### src/rtl/operand_rr_sched_pkg.sv
// ---------------------------------------------------------------------------
// operand_rr_sched_pkg
// Shared constants for the operand round-robin scheduler:
//   - src_t        : identifies a requester (P or Q)
//   - SRC_P/SRC_Q  : requester encodings, also used on out_src
//   - ST_IDLE/BUSY : output register state encoding
//   - OPERAND_WIDTH: default operand width
// ---------------------------------------------------------------------------
package operand_rr_sched_pkg;

    typedef logic src_t;

    localparam src_t SRC_P = 1'b0;
    localparam src_t SRC_Q = 1'b1;

    localparam logic [0:0] ST_IDLE = 1'b0;
    localparam logic [0:0] ST_BUSY = 1'b1;

    localparam int OPERAND_WIDTH = 8;

endpackage

### src/rtl/operand_rr_sched_if.sv
// ---------------------------------------------------------------------------
// operand_rr_sched_if
// Bundles the two requester handshakes and the output handshake.
//   p_valid/p_data/p_ready : requester P
//   q_valid/q_data/q_ready : requester Q
//   out_valid/out_data/out_src/out_ready : registered operand toward the ALU
// Modports:
//   slave  : the scheduler itself
//   master : the environment (requesters plus consumer)
// ---------------------------------------------------------------------------
interface operand_rr_sched_if #(parameter int WIDTH = 8);

    logic             p_valid;
    logic [WIDTH-1:0] p_data;
    logic             p_ready;
    logic             q_valid;
    logic [WIDTH-1:0] q_data;
    logic             q_ready;
    logic             out_valid;
    logic [WIDTH-1:0] out_data;
    logic             out_src;
    logic             out_ready;

    modport slave (
        input  p_valid, p_data, q_valid, q_data, out_ready,
        output p_ready, q_ready, out_valid, out_data, out_src
    );

    modport master (
        output p_valid, p_data, q_valid, q_data, out_ready,
        input  p_ready, q_ready, out_valid, out_data, out_src
    );

endinterface

### src/rtl/operand_rr_sched_rr_arb2_burst.sv
// ---------------------------------------------------------------------------
// rr_arb2_burst
// Purely combinational two-way grant decision with a burst limit.
//   p_valid, q_valid : requests
//   last_grant       : requester that won the most recent accept
//   burst_cnt        : consecutive accepts already given to last_grant
//   grant_valid      : some requester wins this cycle
//   grant            : the winner (SRC_P / SRC_Q)
// ---------------------------------------------------------------------------
module rr_arb2_burst
    import operand_rr_sched_pkg::*;
#(
    parameter int BURST = 1,
    parameter int CW    = 4
) (
    input  logic          p_valid,
    input  logic          q_valid,
    input  src_t          last_grant,
    input  logic [CW-1:0] burst_cnt,
    output logic          grant_valid,
    output src_t          grant
);

    localparam logic [CW-1:0] BURST_LIM = CW'(BURST);

    // A lone requester always wins. When both ask, the previous winner keeps
    // the path until it has used its burst, then the other side gets a turn.
    always_comb begin
        grant_valid = p_valid || q_valid;
        grant       = SRC_P;
        if (p_valid && q_valid) begin
            grant = (burst_cnt < BURST_LIM) ? last_grant : ~last_grant;
        end else if (q_valid) begin
            grant = SRC_Q;
        end
    end

endmodule

### src/rtl/operand_rr_sched.sv
// ---------------------------------------------------------------------------
// operand_rr_sched
// Shares one registered operand path between requesters P and Q using
// round-robin arbitration with a burst limit.
//   clk : system clock, all logic on posedge
//   rst : synchronous reset, active-high
//   bus : operand_rr_sched_if.slave (requester and output handshakes)
// Parameters: WIDTH operand width, BURST max consecutive contested grants,
// CW burst counter width (2^CW > BURST).
// ---------------------------------------------------------------------------
module operand_rr_sched
    import operand_rr_sched_pkg::*;
#(
    parameter int WIDTH = OPERAND_WIDTH,
    parameter int BURST = 1,
    parameter int CW    = 4
) (
    input  logic                clk,
    input  logic                rst,
    operand_rr_sched_if.slave   bus
);

    localparam logic [CW-1:0] BURST_LIM = CW'(BURST);

    logic [0:0]       state;
    logic [WIDTH-1:0] out_data_r;
    src_t             out_src_r;
    src_t             last_grant;
    logic [CW-1:0]    burst_cnt;

    logic             load;
    logic             grant_valid;
    src_t             grant;
    logic             accept;

    rr_arb2_burst #(
        .BURST (BURST),
        .CW    (CW)
    ) u_arb (
        .p_valid     (bus.p_valid),
        .q_valid     (bus.q_valid),
        .last_grant  (last_grant),
        .burst_cnt   (burst_cnt),
        .grant_valid (grant_valid),
        .grant       (grant)
    );

    // The register can take a new operand whenever it is empty or its current
    // contents leave this cycle, giving back-to-back throughput. Readies are
    // suppressed during reset because the register is being cleared and would
    // drop whatever was handed over.
    always_comb begin
        load   = (state == ST_IDLE) || bus.out_ready;
        accept = !rst && load && grant_valid;
    end

    assign bus.p_ready   = accept && (grant == SRC_P);
    assign bus.q_ready   = accept && (grant == SRC_Q);
    assign bus.out_valid = (state == ST_BUSY);
    assign bus.out_data  = out_data_r;
    assign bus.out_src   = out_src_r;

    // Output register, FSM and fairness bookkeeping. A load without a winner
    // empties the register but keeps the stale data/source visible. The burst
    // counter also counts uncontested accepts, so a requester that has been
    // running alone yields as soon as the other one shows up.
    always_ff @(posedge clk) begin
        if (rst) begin
            state      <= ST_IDLE;
            out_data_r <= '0;
            out_src_r  <= SRC_P;
            last_grant <= SRC_Q;
            burst_cnt  <= BURST_LIM;
        end else if (load) begin
            if (grant_valid) begin
                state      <= ST_BUSY;
                out_data_r <= (grant == SRC_Q) ? bus.q_data : bus.p_data;
                out_src_r  <= grant;
                if (grant == last_grant) begin
                    if (burst_cnt < BURST_LIM) begin
                        burst_cnt <= burst_cnt + 1'b1;
                    end
                end else begin
                    burst_cnt  <= CW'(1);
                    last_grant <= grant;
                end
            end else begin
                state <= ST_IDLE;
            end
        end
    end

endmodule

### src/flat_wrapper.sv
// flat-port wrapper written by rule: the top's interface ports become plain ports
module operand_rr_sched_flat import operand_rr_sched_pkg::*;
#(
    parameter int WIDTH = OPERAND_WIDTH,
    parameter int BURST = 1,
    parameter int CW    = 4
)
  (clk, rst, bus_p_valid, bus_p_data, bus_q_valid, bus_q_data, bus_out_ready, bus_p_ready, bus_q_ready, bus_out_valid, bus_out_data, bus_out_src);
  operand_rr_sched_if #(.WIDTH(WIDTH)) bus_i ();
  input  logic clk;
  input  logic rst;
  input wire logic [$bits(bus_i.p_valid)-1:0] bus_p_valid;
  input wire logic [$bits(bus_i.p_data)-1:0] bus_p_data;
  input wire logic [$bits(bus_i.q_valid)-1:0] bus_q_valid;
  input wire logic [$bits(bus_i.q_data)-1:0] bus_q_data;
  input wire logic [$bits(bus_i.out_ready)-1:0] bus_out_ready;
  output wire logic [$bits(bus_i.p_ready)-1:0] bus_p_ready;
  output wire logic [$bits(bus_i.q_ready)-1:0] bus_q_ready;
  output wire logic [$bits(bus_i.out_valid)-1:0] bus_out_valid;
  output wire logic [$bits(bus_i.out_data)-1:0] bus_out_data;
  output wire logic [$bits(bus_i.out_src)-1:0] bus_out_src;
  assign bus_i.p_valid = bus_p_valid;
  assign bus_i.p_data = bus_p_data;
  assign bus_i.q_valid = bus_q_valid;
  assign bus_i.q_data = bus_q_data;
  assign bus_i.out_ready = bus_out_ready;
  assign bus_p_ready = bus_i.p_ready;
  assign bus_q_ready = bus_i.q_ready;
  assign bus_out_valid = bus_i.out_valid;
  assign bus_out_data = bus_i.out_data;
  assign bus_out_src = bus_i.out_src;
  operand_rr_sched #(.WIDTH(WIDTH), .BURST(BURST), .CW(CW)) u_core (.clk(clk), .rst(rst), .bus(bus_i));
endmodule
### config.mk
export PLATFORM = sky130hd
export DESIGN_NAME = operand_rr_sched_flat
export DESIGN_NICKNAME = d
export VERILOG_FILES = /design/src/rtl/operand_rr_sched_pkg.sv /design/src/rtl/operand_rr_sched_if.sv /design/src/rtl/operand_rr_sched_rr_arb2_burst.sv /design/src/rtl/operand_rr_sched.sv /design/src/flat_wrapper.sv
export SDC_FILE = /design/constraint.sdc
export NUM_CORES = 1
export LEC_CHECK = 0
export BUFFER_PORTS_ARGS = -buffer_cell sky130_fd_sc_hd__clkbuf_2
export CAP_MARGIN = 0
export CORE_UTILIZATION = 49
export DETAILED_ROUTE_END_ITERATION = 7
export GPL_TIMING_DRIVEN = 0
export PLACE_DENSITY = 0.86
export SLEW_MARGIN = 20
export SYNTH_ARGS = -nofsm -noshare
export SYNTH_HDL_FRONTEND = slang
export SYNTH_SLANG_ARGS = --single-unit
### constraint.sdc
create_clock -name clk -period 3.5 [get_ports clk]
set_input_delay 0.525 -clock clk [delete_from_list [all_inputs] [get_ports clk]]
set_output_delay 0.525 -clock clk [all_outputs]
set_load 0.005 [all_outputs]
==> out/qor.yml, run 1 <==
logic_synthesis:
  top_area_cell_type_share_of_the_netlist_area: 0.387
  ys_seq_area_frac: 0.387
  synth.largest_area_cell: "dfxtp_1"
  post_synth_inst_count: 93
  synth.net_count: 116
  netlist-cell-type-count: 30
  post_synth_instance_area_um2: 776
  synthFlopType: "dfxtp_1"
  synth_top_cells_by_count: "dfxtp_1 (15), nor2_1 (13), a311oi_1 (9), nand3_1 (9), o21ai_0 (9)"
  ys_ff_latch: 15
  synth_edf_count: 0
  asyncSetResetFlopFracSynth: 0
  ys.warnings.count: 0
  post_synth.cell_area_avg_um2: 8.34
  yosysMostFrequentCell: "dfxtp_1"
  top_cells_by_area_synth: "dfxtp_1 (39%), a311oi_1 (10%), nor2_1 (6.3%)"
power:
  leakagePower_nw: 0.443
  ir_drop_uv: 331
  p_per_area_mw_per_mm2: 383
cells_and_area:
  layout.filler_cells: 116
  postLayoutCoreUtil: 0.706
  nNetsFinal: 152
  insertedDiodeCount: 0
  drive_above_1_share: 0.328
  area_growth_pct: 25.8
critical_path:
  crit_fanout: 10
  endpoint_kind: "primary output"
  crit_chain: "inv_1 > ha_1 > nor3b_2 > mux2i_2 > nand3_1 > nor2_1 > clkbuf_2"
  crit_path_top_delay_cell: "mux2i_2"
  cp.required_ns: 2.97
  timing.critical_path.from: "u_core.burst_cnt[0]"
  critical_path_class: "reg -> out"
  worst_setup_path_start_kind: "flop"
  worst_path_largest_cell_delay_ns: 0.56
  r2r-start: "u_core.burst_cnt[0]"
  critPathBufInv: 2
  cp.arrival_ns: 2.14
  worst_path_dominant_cell_family: "simple AND/OR/NAND/NOR gates"
timing:
  clock-skew-final_ns: 0.000748
  number_of_failing_hold_endpoints_at_the_final_stage: 0
  rsz0062_at_grt: "no"
  fmax_ghz: 0.376
  post-route-period-util: 0.761
  final-max-slew-violation-count: 0
  final.setup.worst_slack_ns: 0.837
  maxSlewHeadroom: 0.624
  timing_worst_slew_pin_value_ns: 0.553
  final.setup.tns_ns: 0
  setup_violations: 0
  fin_crit_ns: 2.66
detailed_routing:
  drt_first_pass_iters: 4
  route.detailed.wl_per_inst_um: 12.5
  routed-via-count: 808
  dr.first_iter.drc_count: 15
  route.antenna.remaining_nets: 0
  route.detailed.drc: 0
  avgViaCountPerCell: 5.65
  route.final.wire_length_mm: 1.79
floorplanning:
  floorplan.initialDensity: 0.561
  number_of_top_level_pins: 33
  design.core.area_mm2: 0.00138
  floorplan.rows: 13
  die_height_um: 41.8
  fp.dieW_um: 41.8
  dieArea_mm2: 0.00175
outcome:
  run_status: "finished, final reports clean"
hold_path:
  type_of_the_worst_min_delay_path: "in -> reg"
  hold_startpoint: "rst"
cts:
  cts_bufs_inserted: 3
  postCtsSetupBuffers: 0
  cts_tree: "done"
  cts_buffer_depth: 2
  clock-sinks: 15
  insertion_delay_ns: 0.28
  cts-root-buf: "clkbuf_4"
  htreeDepth: 1
  count_of_cells_resized_by_post_cts_repair: 0
  postCtsHoldBufs: 0
  clk_transition_reported_paths_ns: 0.09
global_route:
  grt_overflow_total: 0
  grt_max_degree: 11
  antenna_found_initial: 0
  first_global_vias: 732
  grt.total_usage: 0.215
  grt_first_pass_wirelength_mm: 2.99
placement:
  finalWeightedCongestion: 0.787
  dp.final_hpwl_mm: 1.36
  post_place_setup_slack_ns: 1.16
  port_buffers: 31
job:
  cap_viol_max_count: 0
-- cell families after synthesis --
| logic type | synth area share |
|---|---|
| and+or+nand+nor | 0.273 |
| DFF | 0.387 |
| adders and majority gates | 0.0323 |
| muxes | 0.0323 |
| AOI/OAI and AO/OA | 0.227 |
| buffers and inverters | 0.0371 |
| xor gates and xnor gates | 0.0113 |
-- routing by layer --
metal	wire length (um)	up-vias	share of wire	global-route usage
li1	-	413	-	-
met1	824	371	0.46	0.277
met2	886	22	0.50	0.363
met3	70	2	0.039	0.0435
met4	6	0	0.0034	0.0581
met5	0	-	0	0
-- cell type report --
cell class                 count  area (um^2)  share of cell area
multi-input combinational     71          447               0.458
tap                           15         18.8              0.0192
buffer                         4         17.5              0.0179
clock buffer                   4         26.3              0.0269
sequential                    15          300               0.308
timing repair buffer          31          155               0.159
inverter                       3         11.3              0.0115
-- power by group --
part / internal [mW] / switching, mW / total [mW]
combinational: 0.0363 / 0.0434 / 0.0797
sequential: 0.184 / 0.00881 / 0.193
clock: 0.0443 / 0.0569 / 0.101
total: 0.265 / 0.109 / 0.374
-- cells in the final DEF (no fill, tap or decap), types with 2 or more instances in the layout --
| master | Yosys | layout |
|---|---|---|
| o21ai_0 | 9 | 9 |
| nand3_1 | 9 | 9 |
| nand2b_1 | 2 | 2 |
| nor2_1 | 13 | 13 |
| clkbuf_2 | 0 | 31 |
| dfxtp_1 | 15 | 15 |
| clkbuf_1 | 1 | 2 |
| inv_1 | 3 | 3 |
| nor2b_1 | 3 | 3 |
| ha_1 | 2 | 2 |
| a21oi_1 | 4 | 4 |
| buf_2 | 2 | 2 |
| a31oi_1 | 2 | 2 |
| a311oi_1 | 9 | 9 |
| clkbuf_4 | 0 | 3 |
| nor3_1 | 2 | 2 |
| nand2_1 | 2 | 2 |
-- worst paths after layout --
check | endpoint | slack, ns | cells past startpoint
max | bus_q_ready | 0.84 | 7
min | u_core.bus.out_data[0] | 0.46 | 2
max reg2reg | u_core.bus.out_data[6] | 1.58 | 6
min reg2reg | u_core.bus.out_src | 0.46 | 2
-- state kept, by name (all words and copies together), names as in the netlist --
signal	cells
u_core.bus.out_data	8
u_core.last_grant	1
u_core.bus.out_src	1
u_core.burst_cnt	4
u_core.bus.out_valid	1
-- stage by stage --
stage	instances	instance area [um^2]	hold WS (ns)	power (mW)
after floorplan	93	776	0.453	0.242
after global placement	139	950	0.445	0.274
after detailed placement	139	950	0.450	0.277
after CTS	143	976	0.444	0.378
after global routing	143	976	0.452	0.395
final	143	976	0.456	0.374
No activity file was read; power rests on OpenSTA's default activity.
==> inputs of run 2 (changes only) <==
--- a/config.mk
+++ b/config.mk
@@ -7,10 +7,10 @@
 export LEC_CHECK = 0
 export BUFFER_PORTS_ARGS = -buffer_cell sky130_fd_sc_hd__clkbuf_2
 export CAP_MARGIN = 0
-export CORE_UTILIZATION = 49
+export CORE_UTILIZATION = 41
 export DETAILED_ROUTE_END_ITERATION = 7
 export GPL_TIMING_DRIVEN = 0
-export PLACE_DENSITY = 0.86
+export PLACE_DENSITY = 0.77
 export SLEW_MARGIN = 20
 export SYNTH_ARGS = -nofsm -noshare
 export SYNTH_HDL_FRONTEND = slang
==> constraint.sdc (replaced) <==
create_clock -name clk -period 2.2 [get_ports clk]
set_input_delay 0.33 -clock clk [delete_from_list [all_inputs] [get_ports clk]]
set_output_delay 0.33 -clock clk [all_outputs]
set_load 0.005 [all_outputs]
==> out/qor.yml, run 2 (synthesized netlist as in run 1, its figures left out) <==
outcome:
  run_status: "finished, final reports clean"
cells_and_area:
  insertedDiodeCount: 0  # unchanged
  layout.cells.non_filler: 158  # +10%
  drive_above_1_share: 0.398  # +0.0704
  area_growth_pct: 37.1
  largest_register_ffs: 8  # unchanged
  nNetsFinal: 157  # +3.3%
  layout.cells.most_common: "clkbuf_2"
  layout.cells.most_common_list: "clkbuf_2 (30), nor2_1 (13), dfxtp_1 (13), a311oi_1 (9), o21ai_0 (9)"
global_route:
  first_global_vias: 729  # -0.41%
  antenna_found_initial: 0  # unchanged
  grt.total_usage: 0.213  # -0.00165
  grt_first_pass_wirelength_mm: 3.11  # +3.7%
  grt_overflow_total: 0  # unchanged
  grt_max_degree: 11  # unchanged
job:
  cap_viol_max_count: 0  # unchanged
cts:
  htreeDepth: 1  # unchanged
  insertion_delay_ns: 0.29  # about the same
  clk_transition_reported_paths_ns: 0.09  # about the same
  postCtsHoldBufs: 0  # unchanged
  cts-root-buf: "clkbuf_4"
  cts_bufs_inserted: 3  # unchanged
  cts_tree: "done"
  cts_buffer_depth: 2  # unchanged
  clock-sinks: 15  # unchanged
critical_path:
  critPathBufInv: 2  # unchanged
  crit_chain: "inv_2 > ha_4 > nor3b_4 > mux2i_4 > nand3_2 > nor2_1 > buf_2"
  critical_path_class: "reg -> out"
  cp.required_ns: 1.87  # -1.10 ns
  worst_path_dominant_cell_family: "simple AND/OR/NAND/NOR gates"
  worst_path_largest_cell_delay_ns: 0.36  # -0.20 ns
  crit_path_top_delay_cell: "dfxtp_4"
  worst_setup_path_start_kind: "flop"
  cp.arrival_ns: 1.74  # -0.40 ns
  crit_fanout: 4  # -6
  endpoint_kind: "primary output"
timing:
  fmax_ghz: 0.482
  number_of_failing_hold_endpoints_at_the_final_stage: 0  # unchanged
  clock-skew-final_ns: 0.00815  # +0.00741 ns
  final.setup.tns_ns: 0  # unchanged
  post-route-period-util: 0.943
  timing_worst_slew_pin_value_ns: 0.466  # -0.0864 ns
  final.setup.worst_slack_ns: 0.126  # -0.711 ns
  maxSlewHeadroom: 0.689  # +0.0649
  final-max-slew-violation-count: 0  # unchanged
  rsz0062_at_grt: "no"
  setup_violations: 0  # unchanged
  fin_crit_ns: 2.07
detailed_routing:
  dr.first_iter.drc_count: 33  # +18
  route.antenna.remaining_nets: 0  # unchanged
  avgViaCountPerCell: 5.53  # -2.1%
  drt_first_pass_iters: 4  # unchanged
  route.final.wire_length_mm: 2.00  # +12%
  route.detailed.drc: 0  # unchanged
  route.detailed.wl_per_inst_um: 12.6  # +0.98%
  routed-via-count: 874  # +8.2%
placement:
  port_buffers: 31  # unchanged
  dp.cells: 149  # +7.2%
  post_place_setup_slack_ns: 0.0677  # -1.09 ns
  finalWeightedCongestion: 0.787  # about the same
  dp.final_hpwl_mm: 1.44  # +6.1%
power:
  ir_drop_uv: 436  # +32%
  p_per_area_mw_per_mm2: 570  # +49%
  leakagePower_nw: 0.463  # +4.6%
  power.total_mw: 0.606  # +62%
floorplanning:
  floorplan.rows: 15  # +2
  design.core.area_mm2: 0.00175  # +26%
  fp.dieW_um: 45.5  # +8.9%
  floorplan.initialDensity: 0.444  # -0.117
  die_height_um: 45.5  # +8.9%
  dieArea_mm2: 0.00207  # +19%
  number_of_top_level_pins: 33  # unchanged
hold_path:
  type_of_the_worst_min_delay_path: "in -> reg"
-- run 2: cell count changes in the layout (fill, tap and decap cells not counted), moves of 2 or more --
cell     previous run  this run
buf_4               0         5
dfxtp_1            15        13
inv_1               3         1
inv_2               0         2
-- run 2: power breakdown --
group / switching (mW) / internal, mW
Combinational: 0.0745 / 0.0631
Sequential: 0.0146 / 0.292
Clock: 0.0917 / 0.0706
Total: 0.181 / 0.426
-- run 2: final timing paths --
| path | startpoint | to | slack [ns] | depth (start not counted) |
|---|---|---|---|---|
| worst max-delay path | u_core.burst_cnt[0] | bus_q_ready | 0.13 | 7 |
| worst max register to register | u_core.burst_cnt[0] | u_core.bus.out_data[4] | 0.40 | 7 |
| worst min register to register | u_core.bus.out_src | u_core.bus.out_src | 0.47 | 2 |
| worst min-delay path | rst | u_core.bus.out_data[2] | 0.27 | 2 |
-- run 2: through the flow --
stage	hold WS (ns)	util	cell area, um^2
3_5_place_dp	0.457	0.551	962
2_1_floorplan	0.402	-	776
3_3_place_gp	0.447	0.551	962
5_1_grt	0.275	0.609	1060
4_1_cts	0.272	0.579	1010
6_report	0.275	0.609	1060
-- run 2: final cells by class --
class,count,area [um^2]
buffer,4,17.5
clock buffer,4,26.3
fill,155,682
inverter,3,11.3
multi-input combinational,71,479
sequential,15,305
tap,25,31.3
timing repair buffer,36,193
-- run 2: per-layer routing --
layer  track usage  share of wire  up-vias
met2         0.331           0.47       38
met5             0              0        -
met3        0.0516          0.060        4
li1              -              -      423
met4         0.127          0.024        0
met1         0.265           0.45      409
-- run 2: repair_timing --
item / CTS / global route
endpoints found under the setup margin: 2 / 2
resized for setup: 2 / 9
pin swaps: 0 / 3
buffers inserted: 1 / 4
==> inputs of run 3 (changes only) <==
==> constraint.sdc (replaced) <==
create_clock -name clk -period 2.2 [get_ports clk]
set_input_delay 0.33 -clock clk [delete_from_list [all_inputs] [get_ports clk]]
set_output_delay 0.33 -clock clk [all_outputs]
set_load 0.1 [all_outputs]
==> out/qor.yml, run 3 (synthesized netlist as in run 1, its figures left out) <==
detailed_routing:
  avgViaCountPerCell: 5.35  # -3.2%
  drt_first_pass_iters: 4  # unchanged
  route.antenna.remaining_nets: 0  # unchanged
  route.final.wire_length_mm: 2.07  # +3.7%
  route.detailed.drc: 0  # unchanged
  dr.first_iter.drc_count: 20  # -39%
  route.detailed.wl_per_inst_um: 13.0  # +3.0%
  routed-via-count: 851  # -2.6%
floorplanning:
  fp.dieW_um: 45.5  # unchanged
  floorplan.rows: 15  # unchanged
  number_of_top_level_pins: 33  # unchanged
  floorplan.initialDensity: 0.444  # unchanged
  design.core.area_mm2: 0.00175  # unchanged
  dieArea_mm2: 0.00207  # unchanged
  die_height_um: 45.5  # unchanged
critical_path:
  cp.arrival_ns: 1.86  # +0.12 ns
  critical_path_class: "reg -> out"
  critical_register_to_register_path_endpoint: "u_core.bus.out_data[7]"
  ff2ff_setup_slack_ns: 0.40  # about the same
  r2r-start: "u_core.burst_cnt[1]"
  reg2regPathDepth: 7  # unchanged
  cp.required_ns: 1.87  # about the same
  worst_setup_path_start_kind: "flop"
  endpoint_kind: "primary output"
  crit_fanout: 3  # -1
timing:
  clock-skew-final_ns: 0.00243  # -0.00573 ns
  final-max-slew-violation-count: 0  # unchanged
  maxSlewHeadroom: 0.617  # -0.0719
  rsz0062_at_grt: "yes"
  fin_crit_ns: 2.19  # +0.119 ns
  post-route-period-util: 0.997  # +0.0542
  final.hold.worst_slack_ns: 0.263  # -0.0114 ns
  setup_violations: 0  # unchanged
  fmax_ghz: 0.456  # -5.4%
  timing_worst_slew_pin_value_ns: 0.574  # +0.108 ns
  number_of_failing_hold_endpoints_at_the_final_stage: 0  # unchanged
power:
  power.total_mw: 0.768  # +27%
  intPower_mw: 0.442  # +3.8%
  comb_power_share: 0.387  # +0.160
  p_per_area_mw_per_mm2: 680  # +19%
  seq_power_share: 0.400  # -0.106
  ir_drop_uv: 323  # -26%
  pwr-share-clk: 0.214  # -0.054
  leakagePower_nw: 0.483  # +4.4%
  total_switching_power_mw: 0.326  # +80%
  power_switching_share: 0.424  # +0.126
hold_path:
  timing.hold.worst_path_depth: 2  # unchanged
  hold_startpoint: "rst"
  hold_endpoint: "u_core.bus.out_data[2]"
  type_of_the_worst_min_delay_path: "in -> reg"
cells_and_area:
  largest_register_ffs: 8  # unchanged
  postLayoutCoreUtil: 0.647  # +0.0380
  layout.cells.most_common: "clkbuf_2"
  insertedDiodeCount: 0  # unchanged
  area_growth_pct: 45.6
  nNetsFinal: 158  # +0.64%
  layout.cells.most_common_list: "clkbuf_2 (29), nor2_1 (12), dfxtp_1 (12), a311oi_1 (9), o21ai_0 (9)"
  drive_above_1_share: 0.425  # +0.0269
  layout.filler_cells: 168  # +8.4%
cts:
  cts_tree: "done"
  cts_buffer_depth: 2  # unchanged
  insertion_delay_ns: 0.29  # about the same
  cts-root-buf: "clkbuf_4"
  clk_transition_reported_paths_ns: 0.09  # about the same
  postCtsHoldBufs: 0  # unchanged
  clock-sinks: 15  # unchanged
  cts_bufs_inserted: 3  # unchanged
  htreeDepth: 1  # unchanged
outcome:
  run_status: "finished, final reports clean"
global_route:
  grt_max_degree: 11  # unchanged
  grt.total_usage: 0.224  # +0.0105
  grt_first_pass_wirelength_mm: 3.28  # +5.8%
  first_global_vias: 723  # -0.82%
  antenna_found_initial: 0  # unchanged
  grt_overflow_total: 0  # unchanged
placement:
  port_buffers: 31  # unchanged
  dp.final_hpwl_mm: 1.42  # -0.96%
  finalWeightedCongestion: 0.769  # -2.3%
job:
  cap_viol_max_count: 0  # unchanged
-- run 3: worst max-delay path: stages (launching register included) --
cell and delay, ns:
dfxtp_2 0.33, inv_2 0.07, ha_4 0.13, nor3b_4 0.26, mux2i_4 0.31, nand3_2 0.13
nor2_4 0.14, clkbuf_16 0.21
-- run 3: how the worst max path moves through the flow --
stage	startpoint	end	slack (ns)	cells past startpoint
after floorplan	u_core.burst_cnt[0]	bus_p_ready	-0.03	5
after global placement	u_core.burst_cnt[0]	bus_q_ready	-0.21	7
after detailed placement	u_core.burst_cnt[0]	bus_q_ready	-0.23	7
after CTS	u_core.burst_cnt[1]	bus_q_ready	-0.003	7
after global routing	u_core.burst_cnt[1]	bus_q_ready	-0.10	7
final	u_core.burst_cnt[1]	bus_q_ready	0.007	7
-- run 3: through the flow --
stage | worst slack (ns) | instances | TNS [ns] | instance area [um^2]
floorplan | -0.0337 | 93 | -0.0337 | 817
global placement | -0.207 | 149 | -0.207 | 1000
detailed placement | -0.233 | 149 | -0.233 | 1000
CTS | -0.00345 | 158 | -0.00345 | 1120
global route | -0.102 | 159 | -0.177 | 1130
finish | 0.00705 | 159 | 0 | 1130
-- run 3: area by class of cell --
cell class | count | area [um^2] | area share
Sequential cell | 15 | 304 | 0.269
Inverter | 3 | 11.3 | 0.00997
Timing Repair Buffer | 37 | 240 | 0.213
Buffer | 4 | 17.5 | 0.0155
Multi-Input combinational cell | 71 | 499 | 0.442
Clock buffer | 4 | 26.3 | 0.0233
Tap cell | 25 | 31.3 | 0.0277
-- run 3: layer usage --
| metal | vias up | track usage | part of all wire |
|---|---|---|---|
| met5 | - | 0 | 0 |
| met4 | 0 | 0.0909 | 0.016 |
| met3 | 5 | 0.0476 | 0.040 |
| met2 | 26 | 0.354 | 0.50 |
| met1 | 397 | 0.293 | 0.44 |
| li1 | 423 | - | - |
-- run 3: what timing repair did --
action / in CTS / in global routing
endpoints found under the setup margin: 2 / 2
gates resized for setup: 12 / 0
setup buffers: 5 / 1
pin swaps: 4 / 0
hold endpoints to repair: 0 / 0
gates cloned: 0 / 0
-- run 3: power by group through the flow --
stage / Clock [mW] / Sequential (mW) / Combinational [mW]
3_3_place_gp: 0 / 0.312 / 0.269
4_1_cts: 0.164 / 0.306 / 0.295
5_1_grt: 0.178 / 0.310 / 0.313
6_report: 0.164 / 0.307 / 0.297
3_5_place_dp: 0 / 0.313 / 0.272
2_1_floorplan: 0 / 0.433 / 0.0981
